`src/rtl/regwb_arbiter.sv`:
```
// Merges ALU/call results and buffered load returns onto the single register-file write port; build with REGWB_STALL_EN to enable the RAW stall comparators.
// Latency: ALU result written 1 cycle after acceptance; load written 2+ cycles after push (no bypass).
// Backpressure: ldReady/aluReady come from registered FIFO count and age only; a full or starved FIFO preempts the ALU.
module regwb_arbiter #(
    parameter int DEPTH        = 2,
    parameter int STARVE_LIMIT = 4
) (
    input  logic        clk,
    input  logic        rst_n,
    input  logic        aluValid,
    input  logic [3:0]  aluRd,
    input  logic [31:0] aluData,
    output logic        aluReady,
    input  logic        ldValid,
    input  logic [3:0]  ldRd,
    input  logic [31:0] ldData,
    output logic        ldReady,
    output logic        wbEn,
    output logic [3:0]  wbRd,
    output logic [31:0] wbData,
    input  logic [3:0]  rdA,
    input  logic [3:0]  rdB,
    output logic        stall
);

    localparam int PTR_W = (DEPTH > 1) ? $clog2(DEPTH) : 1;
    localparam int CNT_W = PTR_W + 1;
    localparam int AGE_W = $clog2(STARVE_LIMIT + 1);
    localparam logic [CNT_W-1:0] DEPTH_C  = CNT_W'(DEPTH);
    localparam logic [AGE_W-1:0] STARVE_C = AGE_W'(STARVE_LIMIT);

    logic [3:0]       rd_mem_q   [DEPTH];
    logic [3:0]       rd_mem_d   [DEPTH];
    logic [31:0]      data_mem_q [DEPTH];
    logic [31:0]      data_mem_d [DEPTH];
    logic [PTR_W-1:0] head_q, head_d;
    logic [PTR_W-1:0] tail_q, tail_d;
    logic [CNT_W-1:0] count_q, count_d;
    logic [AGE_W-1:0] age_q, age_d;
    logic             wb_en_q, wb_en_d;
    logic [3:0]       wb_rd_q, wb_rd_d;
    logic [31:0]      wb_data_q, wb_data_d;

    logic empty, full, starved, load_wins, push;

    assign empty     = (count_q == '0);
    assign full      = (count_q == DEPTH_C);
    assign starved   = (age_q >= STARVE_C);
    assign load_wins = !empty && (full || starved || !aluValid);
    assign push      = ldValid && !full;

    assign ldReady  = !full;
    assign aluReady = !(!empty && (full || starved));
    assign wbEn     = wb_en_q;
    assign wbRd     = wb_rd_q;
    assign wbData   = wb_data_q;

    always_comb begin
        for (int i = 0; i < DEPTH; i++) begin
            rd_mem_d[i]   = rd_mem_q[i];
            data_mem_d[i] = data_mem_q[i];
        end
        head_d    = head_q;
        tail_d    = tail_q;
        count_d   = count_q;
        age_d     = age_q;
        wb_en_d   = 1'b0;
        wb_rd_d   = wb_rd_q;
        wb_data_d = wb_data_q;

        if (push) begin
            rd_mem_d[tail_q]   = ldRd;
            data_mem_d[tail_q] = ldData;
            tail_d             = tail_q + PTR_W'(1);
        end
        if (load_wins) begin
            head_d = head_q + PTR_W'(1);
        end
        if (push && !load_wins) begin
            count_d = count_q + CNT_W'(1);
        end else if (!push && load_wins) begin
            count_d = count_q - CNT_W'(1);
        end

        // Age tracks how long the current head has been passed over.
        if (load_wins || empty) begin
            age_d = '0;
        end else if (!starved) begin
            age_d = age_q + AGE_W'(1);
        end

        if (load_wins) begin
            wb_en_d   = 1'b1;
            wb_rd_d   = rd_mem_q[head_q];
            wb_data_d = data_mem_q[head_q];
        end else if (aluValid) begin
            wb_en_d   = 1'b1;
            wb_rd_d   = aluRd;
            wb_data_d = aluData;
        end
    end

    always_ff @(posedge clk or negedge rst_n) begin
        if (!rst_n) begin
            for (int i = 0; i < DEPTH; i++) begin
                rd_mem_q[i]   <= '0;
                data_mem_q[i] <= '0;
            end
            head_q    <= '0;
            tail_q    <= '0;
            count_q   <= '0;
            age_q     <= '0;
            wb_en_q   <= 1'b0;
            wb_rd_q   <= '0;
            wb_data_q <= '0;
        end else begin
            for (int i = 0; i < DEPTH; i++) begin
                rd_mem_q[i]   <= rd_mem_d[i];
                data_mem_q[i] <= data_mem_d[i];
            end
            head_q    <= head_d;
            tail_q    <= tail_d;
            count_q   <= count_d;
            age_q     <= age_d;
            wb_en_q   <= wb_en_d;
            wb_rd_q   <= wb_rd_d;
            wb_data_q <= wb_data_d;
        end
    end

`ifdef REGWB_STALL_EN
    function automatic logic slot_live(input logic [PTR_W-1:0] idx,
                                       input logic [PTR_W-1:0] head,
                                       input logic [CNT_W-1:0] cnt);
        logic [PTR_W-1:0] off;
        off = idx - head;
        return ({1'b0, off} < cnt);
    endfunction

    always_comb begin
        stall = 1'b0;
        for (int i = 0; i < DEPTH; i++) begin
            if (slot_live(PTR_W'(i), head_q, count_q) &&
                (rd_mem_q[i] == rdA || rd_mem_q[i] == rdB)) begin
                stall = 1'b1;
            end
        end
        if (wb_en_q && (wb_rd_q == rdA || wb_rd_q == rdB)) begin
            stall = 1'b1;
        end
        if (ldValid && (ldRd == rdA || ldRd == rdB)) begin
            stall = 1'b1;
        end
    end
`else
    // Software schedules load-use distance; operand addresses are not compared.
    logic unused_operand_addrs;
    assign unused_operand_addrs = ^{rdA, rdB};
    assign stall = 1'b0;
`endif

endmodule

```
`config.mk`:
```
export PLATFORM = sky130hd
export DESIGN_NAME = regwb_arbiter
export DESIGN_NICKNAME = d
export VERILOG_FILES = /design/src/rtl/regwb_arbiter.sv
export SDC_FILE = /design/constraint.sdc
export NUM_CORES = 1
export LEC_CHECK = 0
export CAP_MARGIN = 15
export CELL_PAD_IN_SITES_DETAIL_PLACEMENT = 2
export CELL_PAD_IN_SITES_GLOBAL_PLACEMENT = 2
export CORE_ASPECT_RATIO = 0.6
export CORE_MARGIN = 2
export CORE_UTILIZATION = 35
export CTS_BUF_LIST = sky130_fd_sc_hd__clkbuf_8
export CTS_CLUSTER_DIAMETER = 40
export DETAILED_ROUTE_END_ITERATION = 8
export HOLD_SLACK_MARGIN = 0.12
export PLACE_DENSITY_LB_ADDON = 0.12
export SYNTH_ARGS = -nofsm -noshare
export SYNTH_HDL_FRONTEND = slang
export SYNTH_SLANG_ARGS = --single-unit
```
`constraint.sdc`:
```
create_clock -name clk -period 2 [get_ports clk]
set_input_delay 0.3 -clock clk [delete_from_list [all_inputs] [get_ports clk]]
set_output_delay 0.3 -clock clk [all_outputs]
set_load 0.005 [all_outputs]
```
**Word-level counts from Yosys, hierarchy flattened**

Index checks and enable logic that the tools add are counted.

- Shifts and indexed selects: 0
- Reduce and logical (&&, ||, !) cells: 18
- Eq/ne operators: 2
- Bitwise gates (word level): 2
- $lt $le $gt $ge: 4
- Muxes and demuxes: 22
- $mul: 0
- Divide/modulo/power cells: 0
- $add $sub $neg: 5

Operators by type and width:

| cell | count |
|---|---|
| $mux W32 | 6 |
| $bwmux W64 | 1 |
| $demux W32 S1 | 1 |
| $mux W4 | 6 |
| $bwmux W8 | 1 |
| $logic_and A1 B1 Y1 | 6 |
| $logic_not A1 Y1 | 6 |
| $mux W3 | 2 |
| $demux W4 S1 | 1 |
| $ge A2 B2 Y1 const B | 2 |
| $mux W2 | 2 |
| $not A1 Y2 | 2 |
| $reduce_bool A2 Y1 | 2 |
| $add A3 B1 Y3 const B | 1 |
| $ge A3 B3 Y1 const B | 1 |
| $logic_or A1 B1 Y1 | 3 |
| $add A1 B1 Y1 const B | 2 |
| $add A2 B1 Y2 const B | 1 |
| $eq A2 B2 Y1 const B | 1 |
| $logic_not A2 Y1 | 1 |
| $lt A2 B1 Y1 const B | 1 |
| $mux W1 | 2 |
| $ne A2 B1 Y1 const B | 1 |
| $sub A2 B1 Y2 const B | 1 |

- Bits in writable memories: 0
- Bits of input ports: 84
- Bits in latches: 0
- Output and inout port bits: 40
- Word-level logic and storage cells: 64
- Register bits: 116
- Bits in read-only memories: 0
- Memories: 0

**Logic depth before layout (Yosys ltp)**

- Word-level depth: 7
- Gate-level depth with buffers: 9
- Gate-level depth less buffers: 7

**Worst setup path before layout**

OpenSTA, ideal clock, no wires.

- Kind: flip-flop to flip-flop
- Start: register count_q[0]
- End: register count_q[1]
- Data arrival time: 1.669 ns
- Required time: 1.921 ns
- Cell stages (with the launch flop): 9
- Buffers on the path: 2
- Clock period less this slack: 1.748 ns
- Library setup time: 0.079 ns
- Slack: 0.252 ns
- Path through: dfrtp_1 buf_6 and3b_2 nor2_1 buf_2 inv_1 ha_1 nor2_1 xor2_1

- Word-level cells in the longest chain between the ends: 7
- Elaborated cells on any way between the ends: 17
- Those cells by class: 2 x add/sub; 1 x eq/ne; 2 x mux; 12 x reduce/logical

Ends and longest elaborated chain:

| element | line | text |
|---|---|---|
| from (decl) | 38 | `logic [CNT_W-1:0] count_q, count_d;` |
| from (signal assigned) | 123 | `count_q <= count_d;` |
| $eq A2 B2 Y1 | 47 | `assign full = (count_q == DEPTH_C);` |
| $logic_or A1 B1 Y1 (2 in series) | 49 | `assign load_wins = !empty && (full \|\| starved \|\| !aluValid);` |
| $logic_and A1 B1 Y1 | 49 |  |
| $logic_not A1 Y1 | 79 | `if (push && !load_wins) begin` |
| $logic_and A1 B1 Y1 | 79 |  |
| $mux W2 or $reduce_bool A2 Y1 (tied branches) | - |  |

Parallel ways exist; a longest one is shown, timed or not. The select of a mux whose other input is x is not followed.
A chain may end at the register's enable or synchronous reset.

**Worst setup path in the final report**

- Start: register count_q[1]
- End: output aluReady

- Word-level cells in the longest chain between the ends: 4
- Elaborated cells on any way between the ends: 6
- Those cells by class: 1 x eq/ne; 5 x reduce/logical

Ends and longest elaborated chain:

| element | line | text |
|---|---|---|
| $eq A2 B2 Y1 or $logic_not A2 Y1 (tied branches) | 47, 46 |  |
| $logic_or A1 B1 Y1 or $logic_not A1 Y1 (tied branches) | 53 | `assign aluReady = !(!empty && (full \|\| starved));` |
| $logic_and A1 B1 Y1 * | 53 |  |
| $logic_not A1 Y1 * | 53 |  |
| to (decl) | 13 | `output logic aluReady,` |

Every way passes the cells marked *; elsewhere a longest branch is shown, timed or not.

==> results.sh <==
export IMPL_dpl_hpwl_um=9010
export IMPL_path_buf_inv=1
export IMPL_ant_nets=0
export IMPL_cts_tree="done"
export IMPL_status="complete, no violations"
export IMPL_postLayoutCoreUtil=0.476
export IMPL_pwr_share_seq=0.366
export IMPL_cts_root_buffer="clkbuf_8"
export IMPL_multi_input_area_um2=2120
export IMPL_grt_pass1_vias=4201
export IMPL_critical_path_cell_chain="mux2i_2 > clkdlybuf4s50_1"
export IMPL_syn_to_final_growth_pct=34.2
export IMPL_crit_family="buffers and inverters"
export IMPL_ys_seq_elements=116
export IMPL_grt_overflow=0
export IMPL_synthArstFlopShare=1.00
export IMPL_seqCellArea_um2=2910
export IMPL_portBuffers=114
export IMPL_syn_area_um2=5370
export IMPL_hp_class="in -> async"
export IMPL_dr_pass1_iters=4
export IMPL_antenna_cells=0
export IMPL_power_density_nw_per_um2=1610
export IMPL_cp_max_fo=5
export IMPL_drive_above_1_share=0.308
export IMPL_clk_latency_ns=0.43
export IMPL_path_class="reg -> out"
export IMPL_setup_viol=0
export IMPL_switchingPower_mw=3.78
export IMPL_max_freq_mhz=527
export IMPL_yosysUniqueCellTypes=23
export IMPL_track_usage=0.181
export IMPL_post_drt_via_cell_ratio=4.75
export IMPL_cap_violations=0
export IMPL_intPower_mw=7.81
export IMPL_cts_htree_levels=4
export IMPL_synth_top_area_share=0.541
export IMPL_die_h_um=99.9
export IMPL_num_io_pins=124
export IMPL_initial_utilization=0.354
export IMPL_layout_nets=593
export IMPL_slowest_delay_ns=0.53
export IMPL_die_x_um=164
export IMPL_power_frac_clock=0.195
export IMPL_synth_largest_area_cell="dfrtp_1"
export IMPL_drt_wl_total_um=13600
export IMPL_slew_viol_final=0
export IMPL_p_comb_frac=0.439
export IMPL_synth_edf_count=0
export IMPL_synth_area_leaders="dfrtp_1 (54%), mux2_2 (8.8%), a221oi_2 (8.4%), mux2_4 (8.4%), mux2i_1 (6.9%)"
export IMPL_synth_area_per_cell_um2=14.0
export IMPL_fin_setup_tns_ns=0
export IMPL_slowest_stage="clkdlybuf4s50_1"
export IMPL_grt_max_degree=41
export IMPL_clk_pin_slew_ns=0.08
export IMPL_cts_buffers=17
export IMPL_vias=3432
export IMPL_fin_crit_ns=1.90
export IMPL_fin_crit_sh=0.948
export IMPL_finalHoldViolCount=0
export IMPL_critPathLaunchType="flip-flop"
export IMPL_grt_pass1_wl_um=22600
export IMPL_fin_skew_ns=0.0156
export IMPL_cp_data_arrival_time_ns=1.60
export IMPL_core_area_um2=15200
export IMPL_rsz0062_at_grt="no"
export IMPL_rows=35
export IMPL_netlist_instances=383
export IMPL_routedWlPerCell_um=18.9
export IMPL_gp_congestion=0.686
export IMPL_drc=0
export IMPL_peakVddDrop_uv=627
export IMPL_antenna_found_initial=0
export IMPL_required_ns=1.70
export IMPL_fillers=1486
export IMPL_cp_end_kind="output pin"
export IMPL_synthesis_nets=470
export IMPL_clock_sinks=116
export IMPL_clock_path_buffers=2
export IMPL_dieArea_um2=16400
export IMPL_ys_warn_count=0
export IMPL_seq_area_frac_synth=0.541
export IMPL_swShare=0.326
export IMPL_p_leak_nw=3.20
export IMPL_dr_first_iter_drc_count=100
export IMPL_synth_ff_type="dfrtp_1"
## Yosys cell counts (3+ instances only)
cell type and count:
buf_12 3, ha_1 3, nor2_1 39, a221oi_1 6
and2_1 4, inv_1 39, mux2_2 42, buf_6 6
dfrtp_1 116, buf_2 15, a221oi_2 30, mux2_4 30
xor2_1 4, mux2i_1 37
## final timing paths
| kind | end | depth (start not counted) | slack [ns] | startpoint |
|---|---|---|---|---|
| setup reg to reg | count_q[1] | 7 | 0.30 | count_q[0] |
| hold / removal | wbData[27] | 2 | 0.32 | rst_n |
| max in group asynchronous | data_mem_q[16] | 3 | 1.01 | rst_n |
| setup / recovery | aluReady | 2 | 0.10 | count_q[1] |
| hold reg to reg | rd_mem_q[3] | 1 | 0.51 | rd_mem_q[3] |
| min in group clk | wbData[25] | 3 | 0.42 | aluData[25] |
## kinds of logic after synthesis
group | share of synthesized area
buffers and inverters | 0.0664
XOR/XNOR | 0.00815
AO/OA/AOI/OAI | 0.0937
multiplexers | 0.241
AND/OR/NAND/NOR | 0.0426
adder cells (fa/ha/maj) | 0.00699
other | 0.000698
flip-flops | 0.541
## placed cells by master (no fill, tap or decap), types with 3 or more instances in the layout
master / count
dfrtp_1: 113
clkdlybuf4s50_1: 113
mux2_2: 42
inv_1: 40
nor2_1: 38
mux2i_1: 36
a221oi_2: 30
mux2_4: 30
clkbuf_8: 18
buf_12: 9
a221oi_1: 6
buf_4: 6
xor2_1: 4
clkinv_2: 4
and2_1: 3
ha_1: 3
clkinv_4: 3
bufinv_16: 3
clkinvlp_4: 3
dfrtp_2: 3
## layer usage
layer	up-vias	share of wire	GRT usage
met4	0	0.0079	0.0506
met1	1760	0.48	0.239
met2	78	0.46	0.294
li1	1583	-	-
met3	11	0.050	0.0517
met5	-	0	0
## metrics by stage
step	area [µm²]	setup slack [ns]	std cells	hold slack [ns]	power, mW
4_1_cts	7200	0.0354	721	0.303	11.8
2_1_floorplan	5370	0.252	383	0.00441	7.48
3_3_place_gp	6770	0.155	687	0.237	9.15
6_report	7210	0.104	722	0.318	11.6
5_1_grt	7210	0.00579	722	0.340	12.4
3_5_place_dp	6770	0.104	687	0.248	9.41
## timing repair
action / in CTS / in global routing
setup buffers: 1 / 1
pin swaps: 0 / 0
endpoints found under the hold margin: 24 / 0
hold buffers: 1 / 0
endpoints found under the setup margin: 1 / 1
gates resized for setup: 1 / 2
## final cells by class
cell class              count  share of cell area
clock buffers              18              0.0344
clock inverters            14              0.0226
inverters                  39              0.0203
multi-input cells         203               0.295
flip-flops and latches    116               0.403
well taps                 203              0.0352
repair buffers            129               0.190
## flip-flops by register name, indices dropped and copies added (netlist names), 2 cells and up
name / flops
rd_mem_q: 8
age_q: 3
wbData: 32
wbRd: 4
data_mem_q: 64
count_q: 2
## power groups by stage
stage | clock network, mW | registers [mW] | logic [mW]
final | 2.26 | 4.24 | 5.08
after CTS | 2.35 | 4.26 | 5.18
after floorplan | 0 | 4.12 | 3.36
after detailed placement | 0 | 4.29 | 5.12
after global routing | 2.44 | 4.41 | 5.57
after global placement | 0 | 4.19 | 4.96
Power figures use the tool's default switching activity.
